--- config.mk ---
export PLATFORM = sky130hd
export DESIGN_NAME = bcd_sevenseg_scan_flat
export DESIGN_NICKNAME = d
export VERILOG_FILES = /design/src/rtl/bcd_sevenseg_scan_pkg.sv /design/src/rtl/bcd_sevenseg_scan_if.sv /design/src/rtl/bcd_to_7seg.sv /design/src/rtl/bcd_sevenseg_scan.sv /design/src/flat_wrapper.sv
export SDC_FILE = /design/constraint.sdc
export NUM_CORES = 1
export LEC_CHECK = 0
export BUFFER_PORTS_ARGS = -buffer_cell sky130_fd_sc_hd__buf_2
export CAP_MARGIN = 40
export CORE_MARGIN = 1
export CORE_UTILIZATION = 40
export DETAILED_ROUTE_END_ITERATION = 16
export GPL_TIMING_DRIVEN = 0
export HOLD_SLACK_MARGIN = 0.08
export SLEW_MARGIN = 25
export SYNTH_ARGS = -nofsm -noshare
export SYNTH_HDL_FRONTEND = slang
export SYNTH_SLANG_ARGS = --single-unit
--- constraint.sdc ---
create_clock -name clk -period 3.4 [get_ports clk]
set_input_delay 0.17 -clock clk [delete_from_list [all_inputs] [get_ports clk]]
set_output_delay 0.17 -clock clk [all_outputs]
set_load 0.005 [all_outputs]
--- src/rtl/bcd_sevenseg_scan_pkg.sv ---
// Shared constants and types for the 4-digit BCD seven-segment scanner.
// All segment patterns are active-low in {g,f,e,d,c,b,a} order; anodes are
// active-low with bit k enabling digit k.
package bcd_sevenseg_scan_pkg;

  localparam logic [6:0] SEG_0    = 7'h40;
  localparam logic [6:0] SEG_1    = 7'h79;
  localparam logic [6:0] SEG_2    = 7'h24;
  localparam logic [6:0] SEG_3    = 7'h30;
  localparam logic [6:0] SEG_4    = 7'h19;
  localparam logic [6:0] SEG_5    = 7'h12;
  localparam logic [6:0] SEG_6    = 7'h02;
  localparam logic [6:0] SEG_7    = 7'h78;
  localparam logic [6:0] SEG_8    = 7'h00;
  localparam logic [6:0] SEG_9    = 7'h10;
  localparam logic [6:0] SEG_DASH = 7'h3F;
  localparam logic [6:0] SEG_OFF  = 7'h7F;
  localparam logic [3:0] AN_OFF   = 4'b1111;

  typedef logic [1:0] digit_idx_t;

  // One registered display frame: what the pins show this cycle.
  typedef struct packed {
    logic [3:0] an;
    logic [6:0] seg;
    logic       dp;
  } disp_t;

  localparam disp_t DISP_OFF = '{an: AN_OFF, seg: SEG_OFF, dp: 1'b1};

endpackage

--- src/rtl/bcd_sevenseg_scan_if.sv ---
// Bus between the BCD source / display pins and the scanner.
// Handshake: bcd_valid is a single-cycle strobe with no ready; the scanner
// always accepts, capturing packed_bcd on every rising edge where bcd_valid=1.
// blank_lz and dp_mask are level controls sampled every cycle.
// Signals:
//   packed_bcd [15:0]  digit3=[15:12] .. digit0=[3:0]
//   bcd_valid          capture strobe
//   blank_lz           leading-zero blanking enable
//   dp_mask    [3:0]   decimal point request per digit (1 = lit)
//   an         [3:0]   anodes, active-low
//   seg        [6:0]   {g,f,e,d,c,b,a}, active-low
//   dp                 decimal point, active-low
interface bcd_sevenseg_scan_if;
  logic [15:0] packed_bcd;
  logic        bcd_valid;
  logic        blank_lz;
  logic [3:0]  dp_mask;
  logic [3:0]  an;
  logic [6:0]  seg;
  logic        dp;

  modport master (
    output packed_bcd, bcd_valid, blank_lz, dp_mask,
    input  an, seg, dp
  );

  modport slave (
    input  packed_bcd, bcd_valid, blank_lz, dp_mask,
    output an, seg, dp
  );
endinterface

--- src/rtl/bcd_to_7seg.sv ---
// Combinational BCD nibble to active-low seven-segment decoder.
// Nibbles A-F are not valid BCD and show a dash.
// Ports:
//   nibble_i [3:0]  BCD digit
//   seg_o    [6:0]  {g,f,e,d,c,b,a}, active-low
module bcd_to_7seg
  import bcd_sevenseg_scan_pkg::*;
(
  input  logic [3:0] nibble_i,
  output logic [6:0] seg_o
);

  always_comb begin
    seg_o = SEG_DASH;
    case (nibble_i)
      4'd0:    seg_o = SEG_0;
      4'd1:    seg_o = SEG_1;
      4'd2:    seg_o = SEG_2;
      4'd3:    seg_o = SEG_3;
      4'd4:    seg_o = SEG_4;
      4'd5:    seg_o = SEG_5;
      4'd6:    seg_o = SEG_6;
      4'd7:    seg_o = SEG_7;
      4'd8:    seg_o = SEG_8;
      4'd9:    seg_o = SEG_9;
      default: seg_o = SEG_DASH;
    endcase
  end

endmodule

--- src/rtl/bcd_sevenseg_scan.sv ---
// 4-digit common-anode multiplexed seven-segment driver for packed BCD.
// Captures packed_bcd on bcd_valid, scans one digit per REFRESH_DIV-cycle slot
// with DEAD_CYC all-off cycles at the start of each slot (anti-ghosting), and
// optionally blanks leading zeros. Outputs are registered: the pins reflect
// the held value, controls, digit index and slot counter of the previous cycle.
// Parameters:
//   REFRESH_DIV  clk cycles per digit slot (>= DEAD_CYC+1)
//   DEAD_CYC     all-anodes-off cycles at slot start (0 = none)
// Ports:
//   clk      rising-edge clock
//   reset_n  asynchronous active-low reset
//   bus      slave side of bcd_sevenseg_scan_if (BCD in, display pins out)
module bcd_sevenseg_scan
  import bcd_sevenseg_scan_pkg::*;
#(
  parameter int REFRESH_DIV = 100000,
  parameter int DEAD_CYC    = 4
) (
  input  logic                 clk,
  input  logic                 reset_n,
  bcd_sevenseg_scan_if.slave   bus
);

  localparam int CNT_W = (REFRESH_DIV > 1) ? $clog2(REFRESH_DIV) : 1;

  logic [15:0]      held_q, held_d;
  logic [CNT_W-1:0] cnt_q, cnt_d;
  digit_idx_t       idx_q, idx_d;
  disp_t            out_q, out_d;

  logic       slot_end;
  logic       dead;
  logic [3:0] nib;
  logic       lz_blank;
  logic [6:0] dec_seg;

  assign slot_end = (cnt_q == CNT_W'(REFRESH_DIV - 1));

  generate
    if (DEAD_CYC > 0) begin : g_dead
      assign dead = (cnt_q < CNT_W'(DEAD_CYC));
    end else begin : g_no_dead
      assign dead = 1'b0;
    end
  endgenerate

  always_comb begin
    held_d = bus.bcd_valid ? bus.packed_bcd : held_q;
    cnt_d  = slot_end ? '0 : cnt_q + 1'b1;
    idx_d  = slot_end ? idx_q + 1'b1 : idx_q;
  end

  // Current digit and whether it is a leading zero: the digit and every
  // digit above it are zero. Digit 0 is always shown; A-F counts as nonzero.
  always_comb begin
    nib      = held_q[3:0];
    lz_blank = 1'b0;
    case (idx_q)
      2'd0: begin
        nib      = held_q[3:0];
        lz_blank = 1'b0;
      end
      2'd1: begin
        nib      = held_q[7:4];
        lz_blank = (held_q[15:4] == 12'h000);
      end
      2'd2: begin
        nib      = held_q[11:8];
        lz_blank = (held_q[15:8] == 8'h00);
      end
      default: begin
        nib      = held_q[15:12];
        lz_blank = (held_q[15:12] == 4'h0);
      end
    endcase
  end

  bcd_to_7seg u_dec (
    .nibble_i (nib),
    .seg_o    (dec_seg)
  );

  // A blanked digit keeps its anode and decimal point; only segments go dark.
  always_comb begin
    out_d = DISP_OFF;
    if (!dead) begin
      out_d.an  = ~(4'b0001 << idx_q);
      out_d.seg = (bus.blank_lz && lz_blank) ? SEG_OFF : dec_seg;
      out_d.dp  = ~bus.dp_mask[idx_q];
    end
  end

  always_ff @(posedge clk or negedge reset_n) begin
    if (!reset_n) begin
      held_q <= 16'h0000;
      cnt_q  <= '0;
      idx_q  <= '0;
      out_q  <= DISP_OFF;
    end else begin
      held_q <= held_d;
      cnt_q  <= cnt_d;
      idx_q  <= idx_d;
      out_q  <= out_d;
    end
  end

  assign bus.an  = out_q.an;
  assign bus.seg = out_q.seg;
  assign bus.dp  = out_q.dp;

endmodule

--- src/flat_wrapper.sv ---
// flat-port wrapper written by rule: the top's interface ports become plain ports
module bcd_sevenseg_scan_flat import bcd_sevenseg_scan_pkg::*;
#(
  parameter int REFRESH_DIV = 100000,
  parameter int DEAD_CYC    = 4
)
  (clk, reset_n, bus_packed_bcd, bus_bcd_valid, bus_blank_lz, bus_dp_mask, bus_an, bus_seg, bus_dp);
  bcd_sevenseg_scan_if bus_i ();
  input  logic clk;
  input  logic reset_n;
  input wire logic [$bits(bus_i.packed_bcd)-1:0] bus_packed_bcd;
  input wire logic [$bits(bus_i.bcd_valid)-1:0] bus_bcd_valid;
  input wire logic [$bits(bus_i.blank_lz)-1:0] bus_blank_lz;
  input wire logic [$bits(bus_i.dp_mask)-1:0] bus_dp_mask;
  output wire logic [$bits(bus_i.an)-1:0] bus_an;
  output wire logic [$bits(bus_i.seg)-1:0] bus_seg;
  output wire logic [$bits(bus_i.dp)-1:0] bus_dp;
  assign bus_i.packed_bcd = bus_packed_bcd;
  assign bus_i.bcd_valid = bus_bcd_valid;
  assign bus_i.blank_lz = bus_blank_lz;
  assign bus_i.dp_mask = bus_dp_mask;
  assign bus_an = bus_i.an;
  assign bus_seg = bus_i.seg;
  assign bus_dp = bus_i.dp;
  bcd_sevenseg_scan #(.REFRESH_DIV(REFRESH_DIV), .DEAD_CYC(DEAD_CYC)) u_core (.clk(clk), .reset_n(reset_n), .bus(bus_i));
endmodule
* Yosys cells after proc, flatten, opt, wreduce, memory -nomap -nowiden
Memories as Yosys holds them, arrays and structs flattened. Cells that the tools add are included.
Operators by class: magnitude comparators 2, $add $sub $neg 2, shifts and indexed selects 1, bitwise operators 2, multiplexer cells 7, equal/unequal tests 3, reduce and logical (&&, ||, !) cells 5
Operators with widths (number):
- $add A17 B1 Y17 const B | 1
- $eq A17 B17 Y1 const B | 1
- $lt A17 B3 Y1 const B | 1
- $mux W17 | 1
- $logic_not A12 Y1 | 1
- $mux W12 | 1
- $pmux W4 S3 | 1
- $logic_not A8 Y1 | 1
- $mux W7 | 1
- $logic_not A4 Y1 | 1
- $not A4 Y4 | 1
- $shl A1 B2 Y4 const A | 1
- $lt A2 B3 Y1 const B | 1
- $pmux W1 S3 | 1
- $add A2 B1 Y2 const B | 1
- $bmux W1 S2 | 1
- $eq A2 B1 Y1 const B | 1
- $eq A2 B2 Y1 const B | 1
- $logic_not A2 Y1 | 1
- $logic_and A1 B1 Y1 | 1
- $mux W1 | 1
- $not A1 Y1 | 1
Storage, ports and cells: ROM bits 112, output and inout port bits 12, bits of input ports 24, logic and storage cells 29, memories 1, register bits 47
Memory list:
- (name not given) | words 16, bits a word 7, read ports 1, clocked after Yosys merged registers in 0, write ports 0, line bcd_to_7seg.sv:15 | case (nibble_i)

* Logic depth before layout (Yosys ltp)
Gate-level depths: netlist of the first run.
depth after elaboration 5, depth in mapped cells 8, mapped depth without buffers 8

* By module
Synthesis of the first run repeated with hierarchy kept, for this count alone.
Unflattened totals: cells, all modules 201, area total of the unflattened synthesis 2348.5 sq um
Modules (own cells, without submodules):
- bcd_sevenseg_scan | area each 2108.3 sq um, cells an instance 170, instances 1
- bcd_to_7seg | area each 240.2 sq um, cells an instance 31, instances 1

* Least setup slack after synthesis of the first run
No wires, ideal clock.
kind register to register, start point reg u_core.idx_q[0], end point reg u_core.out_q, in the netlist u_core.bus.seg[1], setup time 79 ps, setup slack 1518 ps, cell stages (with the launch flop) 9, period minus slack after synthesis 1882 ps, arrival 1803 ps, path through dfrtp_1 -> ha_1 -> buf_2 -> nor2b_1 -> a21oi_1 -> inv_1 -> ha_1 -> o21a_1 -> o21ai_0
RTL lines:
- start, declared | line bcd_sevenseg_scan.sv:28 | digit_idx_t idx_q, idx_d;
- start signal, assigned | line bcd_sevenseg_scan.sv:102 | idx_q <= idx_d;
- end signal, assigned | line bcd_sevenseg_scan.sv:103 | out_q <= out_d;
- end, declared | line bcd_sevenseg_scan.sv:29 | disp_t out_q, out_d;

==> results by group, run 1 <==
Die
  • Die Wd: ~76 µm
  • Row count: 26
  • Core area: roughly 5200 µm²
  • Initial Util: between 40% and 50%
  • Die area: between 5000 and 6000 µm²
  • Die height: approximately 76 µm
  • Num ports: 36

STA
  • Fin. Hold Viols: 0
  • Slew Limit Fails: 0
  • Final Skew: about 4.3 ps
  • Crit share post-route: roughly two thirds
  • Fmax: between 0.4 and 0.5 GHz
  • Sum Neg Setup Slack: 0 ps
  • Slew headroom: between 60% and 70%
  • Actual slew at the worst max-slew pin: around 560 ps
  • Unrepaired setup endpoints after global routing: no
  • Tmin final: roughly 2200 ps
  • # setup viols final: 0

Synthesis
  • Count leader, synth: dfrtp_1
  • Synth top cells by count: dfrtp_1 (35), mux2_2 (15), nand2_1 (15), dfstp_2 (12), xnor2_1 (10)
  • Syn nets: 226
  • Top post-synthesis cells by area: dfrtp_1 (39%), dfstp_2 (14%), mux2_2 (7.6%)
  • Compound-Gate Fraction of Synth Area: under 10%
  • Mux cell area share after synthesis: 9.08%
  • Yosys top cell by area: dfrtp_1
  • Netlist cell types: 37
  • Post-Syn Area: about 2200 µm²
  • Avg Cell Area, Syn: approximately 11 µm²
  • Simple-Gate Fraction of Synth Area: 14.8%
  • Ys Warns: 0
  • Largest family of logic cells by synthesized area: simple AND/OR/NAND/NOR gates
  • Adder-Cell Fraction of Synth Area: 5.08%
  • Xor and xnor area share after synthesis: between 5 and 6%
  • Seq/Total Area, Yosys: between 50 and 60%
  • Most used DFF post-synth: dfrtp_1
  • Synthesized instance count: 193
  • Ys async rst share: between 90% and 100%
  • FF+latch count, synth: 47
  • Top cell type's share of synthesized area: 39.5%
  • Number of synthesized flops with an enable pin: 0

Route
  • WL per Instance: between 10 and 15 µm
  • Via density: roughly 5.2
  • Drt drc: 0
  • DR pass1 iterations: 4
  • DR iter-0 viols: 112
  • Via Count: around 1,600
  • Total Routed Length: around 4.1 mm
  • Post-route ant nets: 0

CTS
  • Resize count post-CTS: 0
  • Worst skew pair latency: around 290 ps
  • Num CTS Buffers: 5
  • Clk slew on worst S/H paths: about 80 ps
  • Postcts setup bufs: 0
  • Clock Path Buffers: 2
  • CTS root buffer: clkbuf_8
  • CTS tree: yes
  • CTS H-tree depth: 2
  • Clock Sinks: 47
  • Hold buffer count at CTS: 2

Hold path
  • Hold Path Class: primary input to flop
  • Min-Delay Startpoint: bus_packed_bcd[13]
  • Hold Crit Depth: 3
  • Hold Path End: u_core.held_q[13]$_DFFE_PN0P_

Place
  • Post-DP HPWL: 3.11 mm
  • Placer congestion estimate: approximately 0.79
  • Port Buffer Count: 34

Finish
  • Area grow syn2layout: 17.9%
  • Post-Route Utilization: about half
  • Inserted Diodes: 0
  • Nets: 270
  • Layout cells sized above 1: 32.8%

Setup path
  • Crit-path cells: inv_1 > ha_1 > a22oi_1 > a22oi_1 > ha_1 > o21a_1 > o21ai_0
  • Critical Path Fanout Max: 6
  • Critical Path Sink Type: flop
  • Critical path arrival: ~2400 ps
  • Critical path required time: around 3600 ps
  • CP startpoint kind: flop
  • R2R Path End: u_core.bus.seg[1]$_DFF_PN1_
  • R2R cell count: 7
  • Slowest stage delay, CP: 450 ps
  • R2r startpoint: u_core.idx_q[0]$_DFFE_PN0N_
  • Flop2flop setup slack: between 1000 and 1500 ps
  • Crit-path slowest cell: dfrtp_1
  • Crit Path Category: flop to flop

Power and ir drop
  • Flop pwr share: 56.6%
  • Pint: 0.000843 W
  • Clock share of power: about a third
  • PD cells: roughly 420 nW/µm²
  • Sw frac: between 20% and 30%
  • Peak supply drop: between 0.15 and 0.2 mV
  • Switch Pwr: 0.000249 W
  • Gate power share: 10.4%
  • Pleak: ~1.2 nW

Flow run
  • MaxCap Viol Count: 0

Global routing
  • Remaining global-route overflow: 0
  • Pin count of the biggest net entering global routing: 32
  • Number of global-route vias before repair: between 1,500 and 2,000
  • Overall Global Routing Usage: roughly 16%
  • Number of antenna violations at the first check in global routing: 0
  • First-pass GRT wire length: 7.40 mm

Run status
  • Outcome: finished, final reports clean
-- worst max path at each step --
stage	to	from	cells after the start	slack [ps]
final	u_core.bus.seg[1]$_DFF_PN1_	u_core.idx_q[0]$_DFFE_PN0N_	7	1200
after global routing	u_core.bus.seg[1]$_DFF_PN1_	u_core.idx_q[0]$_DFFE_PN0N_	7	940
after CTS	u_core.bus.seg[1]$_DFF_PN1_	u_core.idx_q[0]$_DFFE_PN0N_	7	1200
after detailed placement	u_core.bus.seg[1]$_DFF_PN1_	u_core.idx_q[0]$_DFFE_PN0N_	7	1220
after global placement	u_core.bus.seg[1]$_DFF_PN1_	u_core.idx_q[0]$_DFFE_PN0N_	7	1260
after floorplan	u_core.bus.seg[1]$_DFF_PN1_	u_core.idx_q[0]$_DFFE_PN0N_	8	1520
-- power by group through the flow --
stage	sequential, W	clock [W]	combinational, W
global placement	0.000628	0	0.000108
finish	0.000618	0.000361	0.000113
detailed placement	0.000629	0	0.000113
floorplan	0.000627	0	0.0000598
global route	0.000623	0.000399	0.000130
CTS	0.000619	0.000375	0.000115
-- worst max-delay path: cells and delay by family, from the launching register on --
family	cells	cell delay, ps
buf+inv	1	140
flops	1	450
compound gates	4	880
fa+ha+maj	2	660
-- flip-flops by register name, indices dropped and copies added, names as in the netlist --
signal,flops
u_core.cnt_q,17
u_core.held_q,16
u_core.bus.seg,7
u_core.bus.an,4
u_core.idx_q,2
u_core.bus.dp,1
-- through the flow --
step	hold WS [ps]	cell area, µm²	total power, W	cells	setup WS (ps)
after floorplan	-126	2220	0.000687	193	1520
final	89.6	2620	0.00109	308	1200
after global placement	378	2480	0.000737	297	1260
after detailed placement	129	2500	0.000742	298	1220
after CTS	88.1	2620	0.00111	308	1200
after global routing	88.6	2620	0.00115	308	944
-- routing by layer --
metal,global-route usage [%],vias to the layer above,routed length (µm)
li1,-,775,-
met1,22.9,792,2080
met2,23.4,44,1810
met3,3.35,5,199
met4,6.92,0,49
met5,0,-,0
-- cell type report --
class	instances	area, µm²
plain buffers	6	30.0
clock buffers	8	100
fillers	494	2620
inverters	6	22.5
multi-input cells	134	975
flip-flops and latches	47	1190
well taps	70	87.6
repair buffers	37	210
-- cell usage in the layout, fill, tap and decap left out, types with 2 or more instances in the layout --
master	Yosys	final
buf_2	2	36
dfrtp_1	35	35
nand2_1	15	15
mux2_2	15	15
dfstp_2	12	12
xnor2_1	10	10
nor2_1	9	9
ha_1	9	9
nand3_1	8	8
a21oi_1	8	8
o21ai_0	7	7
clkbuf_8	0	7
nand4_1	6	6
nor4_1	6	6
inv_1	6	6
a22oi_1	6	6
xor2_1	5	5
nor3_1	4	4
and3_1	4	4
nor2b_1	3	3
o211ai_1	3	3
or3_1	2	2
and4_1	2	2
a211oi_1	2	2
clkbuf_1	1	2
dlygate4sd3_1	0	2
-- cell families (layout without fill, tap and decap cells) --
logic type / Yosys count / after routing
simple gates: 62 / 62
mux: 17 / 17
buf+inv: 12 / 57
compound gates: 31 / 31
fa+ha+maj: 9 / 9
flops: 47 / 47
xor+xnor: 15 / 15
Note: power is estimated with default switching activity, not from simulation.
==> run 2: changes to the inputs <==
- ABC_AREA: not set -> 1
- clock period: 3.4 -> 2 ns (I/O delays scaled with it)
==> results by group, run 2 <==
Power and ir drop
  • Clock share of power: 34.6% (+1.6 points)
  • Flop pwr share: 53.3% (-3.3 points)
  • Total power: 0.00196 W (+80%)
  • Pint: 0.00152 W (+80%)
  • Switch Pwr: 0.000446 W (+79%)
  • PD cells: 646 nW/µm² (+55%)
  • Peak supply drop: 0.471 mV (+180%)
  • Gate power share: 12.1% (+1.7 points)
  • Sw frac: 22.7% (-0.053 points)
  • Pleak: 1.51 nW (+30%)

Global routing
  • Overall Global Routing Usage: 17.4% (+1.4 points)
  • First-pass GRT wire length: 8.53 mm (+15%)
  • Number of antenna violations at the first check in global routing: 0 (unchanged)
  • Pin count of the biggest net entering global routing: 31 (-3.1%)
  • Remaining global-route overflow: 0 (unchanged)
  • Number of global-route vias before repair: 1,922 (+21%)

Finish
  • Sequential cell area: 1190 µm² (+0.10%)
  • Multi-input gate area: 1080 µm² (+11%)
  • Max FFs per register: 17 (unchanged)
  • Fill cells: 521 (+5.5%)
  • Post-Route Utilization: 53.8% (+3.9 points)
  • Top reg by flops: u_core.cnt_q
  • Nets: 377 (+40%)
  • Leading cell type in the layout, fill and taps excluded: nand2_1
  • Commonest non-fill, non-tap cells in the layout: nand2_1 (70), inv_1 (35), buf_2 (35), dfrtp_1 (34), nor2_1 (29)
  • Layout cells sized above 1: 26.1% (-6.7 points)
  • Area grow syn2layout: 26.7%
  • Inserted Diodes: 0 (unchanged)

Die
  • Row count: 27 (+3.8%)
  • Die height: 79.4 µm (+3.9%)
  • Die Wd: 79.4 µm (+3.9%)
  • Core area: 5640 µm² (+7.7%)
  • Initial Util: 42.5% (+0.14 points)
  • Num ports: 36 (unchanged)
  • Die area: 6310 µm² (+7.9%)

Synthesis
  • Xor and xnor area share after synthesis: 2.92% (-3.0 points)
  • Top post-synthesis cells by area: dfrtp_1 (37%), dfstp_2 (13%), nand2_1 (11%)
  • Top cell type's share of synthesized area: 36.5% (-2.9 points)
  • Number of synthesized flops with an enable pin: 0 (unchanged)
  • Ys Warns: 0 (unchanged)
  • Seq/Total Area, Yosys: 49.7% (-4.0 points)
  • Adder-Cell Fraction of Synth Area: 4.70% (-0.38 points)
  • Mux cell area share after synthesis: 4.23% (-4.9 points)
  • Compound-Gate Fraction of Synth Area: 5.95% (-3.1 points)
  • FF+latch count, synth: 47 (unchanged)
  • Ys async rst share: 100% (unchanged)
  • Synthesized instance count: 278 (+44%)
  • Synth top cells by count: nand2_1 (70), inv_1 (37), dfrtp_1 (35), nor2_1 (29), nand3_1 (17)
  • Most used DFF post-synth: dfrtp_1
  • Avg Cell Area, Syn: 8.62 µm² (-25%)
  • Yosys top cell by area: dfrtp_1
  • Post-Syn Area: 2400 µm² (+8.1%)
  • Syn nets: 311 (+38%)
  • Netlist cell types: 29 (-22%)
  • Largest family of logic cells by synthesized area: simple AND/OR/NAND/NOR gates
  • Count leader, synth: nand2_1
  • Simple-Gate Fraction of Synth Area: 26.1% (+11 points)

Setup path
  • Crit Path Category: flop to flop
  • Crit-path slowest cell: dfrtp_1
  • Crit-path cells: buf_4 > ha_4 > nand2_1 > nand2_1 > o21ai_2 > inv_2 > ha_1 > or2_2 > nand3_1
  • R2R cell count: 9 (+2)
  • Critical Path Sink Type: flop
  • Slowest stage delay, CP: 420 ps (-30 ps)
  • CP startpoint kind: flop
  • Crit path from: u_core.idx_q[1]$_DFFE_PN0N_
  • Delay-heaviest family, CP: simple AND/OR/NAND/NOR gates
  • Buf/Inv on CP: 2 (+1)
  • Most frequent CP cell: nand2_1
  • Critical Path Fanout Max: 6 (unchanged)
  • R2R Path End: u_core.bus.seg[1]$_DFF_PN1_
  • Critical Path Stages: 9 (+2)
  • Critical path arrival: 2110 ps (-310 ps)
  • Setup crit end: u_core.bus.seg[1]$_DFF_PN1_
  • Flop2flop setup slack: 120 ps (-1080 ps)
  • R2r startpoint: u_core.idx_q[1]$_DFFE_PN0N_
  • Critical path required time: 2230 ps (-1390 ps)

Route
  • Via Count: 1,910 (+18%)
  • DR iter-0 viols: 72 (-36%)
  • Total Routed Length: 4.85 mm (+17%)
  • DR pass1 iterations: 4 (unchanged)
  • Drt drc: 0 (unchanged)
  • Post-route ant nets: 0 (unchanged)
  • WL per Instance: 11.6 µm (-13%)
  • Via density: 4.58 (-13%)

Flow run
  • MaxCap Viol Count: 0 (unchanged)

STA
  • Fin. Hold Viols: 0 (unchanged)
  • Slew Limit Fails: 0 (unchanged)
  • Worst hold slack: 94.6 ps (+4.97 ps)
  • Tmin final: 1880 ps (-322 ps)
  • Slew headroom: 65.0% (+2.1 points)
  • Crit share post-route: 93.9% (+29 points)
  • Actual slew at the worst max-slew pin: 525 ps (-31.0 ps)
  • # setup viols final: 0 (unchanged)
  • Fmax: 0.532 GHz (+17%)
  • Unrepaired setup endpoints after global routing: no
  • Final Skew: 9.74 ps (+5.41 ps)

CTS
  • Clk slew on worst S/H paths: 90 ps (about the same)
  • Clock Sinks: 47 (unchanged)
  • Clock Path Buffers: 2 (unchanged)
  • CTS H-tree depth: 2 (unchanged)
  • Num CTS Buffers: 5 (unchanged)
  • CTS tree: yes
  • Worst skew pair latency: 290 ps (about the same)
  • CTS root buffer: clkbuf_8

Run status
  • Outcome: finished, final reports clean

Place
  • Port Buffer Count: 35 (+2.9%)
  • Placer congestion estimate: 0.801 (+1.9%)
  • Post-DP HPWL: 3.47 mm (+12%)

Hold path
  • Hold Path Class: primary input to flop
[run 2: cell types whose count changed after synthesis, moves of 7 or more]
cell	before	now
nand2_1	15	70
nand3_1	8	17
nor2_1	9	29
o21ai_0	7	14
inv_1	6	37
xnor2_1	10	0
[run 2: what timing repair did]
action / in CTS / in global routing
setup buffers: 2 / 4
hold endpoints to repair: 33 / 0
resized for setup: 3 / 8
endpoints found under the setup margin: 6 / 7
hold buffers: 17 / 0
pin swaps: 1 / 0
[run 2: logic make-up after synthesis]
group	after synthesis
adders and majority gates	9
and+or+nand+nor	138
xor gates and xnor gates	8
buffers and inverters	41
AOI/OAI and AO/OA	26
muxes	9
DFF	47
[run 2: worst min-delay path by stage]
| stage | from | end | slack [ps] | depth (start not counted) |
|---|---|---|---|---|
| finish | bus_dp_mask[0] | u_core.bus.dp$_DFF_PN1_ | 90 | 4 |
| global route | bus_dp_mask[0] | u_core.bus.dp$_DFF_PN1_ | 110 | 4 |
| CTS | bus_dp_mask[0] | u_core.bus.dp$_DFF_PN1_ | 90 | 4 |
| detailed placement | reset_n | u_core.held_q[9]$_DFFE_PN0P_ | 50 | 1 |
| global placement | bus_packed_bcd[9] | u_core.held_q[9]$_DFFE_PN0P_ | 310 | 3 |
| floorplan | reset_n | u_core.cnt_q[0]$_DFF_PN0_ | -200 | 0 |
[run 2: metal layers]
metal / part of all wire [%] / global-route usage (%)
met5: 0 / 0
met4: 0.83 / 4.36
met3: 3.2 / 3.09
met2: 49 / 30.8
met1: 47 / 21.9
[run 2: area by class of cell]
class / instances / area share [%]
plain buffers: 2 / 0.247
clock buffers: 7 / 2.51
clock inverters: 1 / 0.989
inverters: 39 / 4.82
multi-input cells: 190 / 35.7
flip-flops and latches: 47 / 39.3
well taps: 72 / 2.97
repair buffers: 59 / 13.5
[run 2: stage by stage]
step                      TNS (ps)  instances  worst slack (ps)  cell area [µm²]
after floorplan                  0        278              48.4             2400
after global placement        -769        385              -217             2660
after detailed placement      -835        386              -238             2680
after CTS                        0        413              28.0             2980
after global routing             0        417              12.1             3040
final                            0        417               121             3040
[run 2: worst register-to-register path, delay by kind of cell, from the launching register on]
kind / cells / cell delay, ps
adders and majority gates: 2 / 450
DFF: 1 / 420
and+or+nand+nor: 4 / 500
buffers and inverters: 2 / 240
AOI/OAI and AO/OA: 1 / 200
[run 2: power by group through the flow]
| stage | clock network (W) | registers (W) | logic, W |
|---|---|---|---|
| after global routing | 0.000738 | 0.00105 | 0.000275 |
| after global placement | 0 | 0.00106 | 0.000199 |
| final | 0.000678 | 0.00105 | 0.000238 |
| after detailed placement | 0 | 0.00106 | 0.000209 |
| after floorplan | 0 | 0.00106 | 0.000111 |
| after CTS | 0.000705 | 0.00105 | 0.000239 |
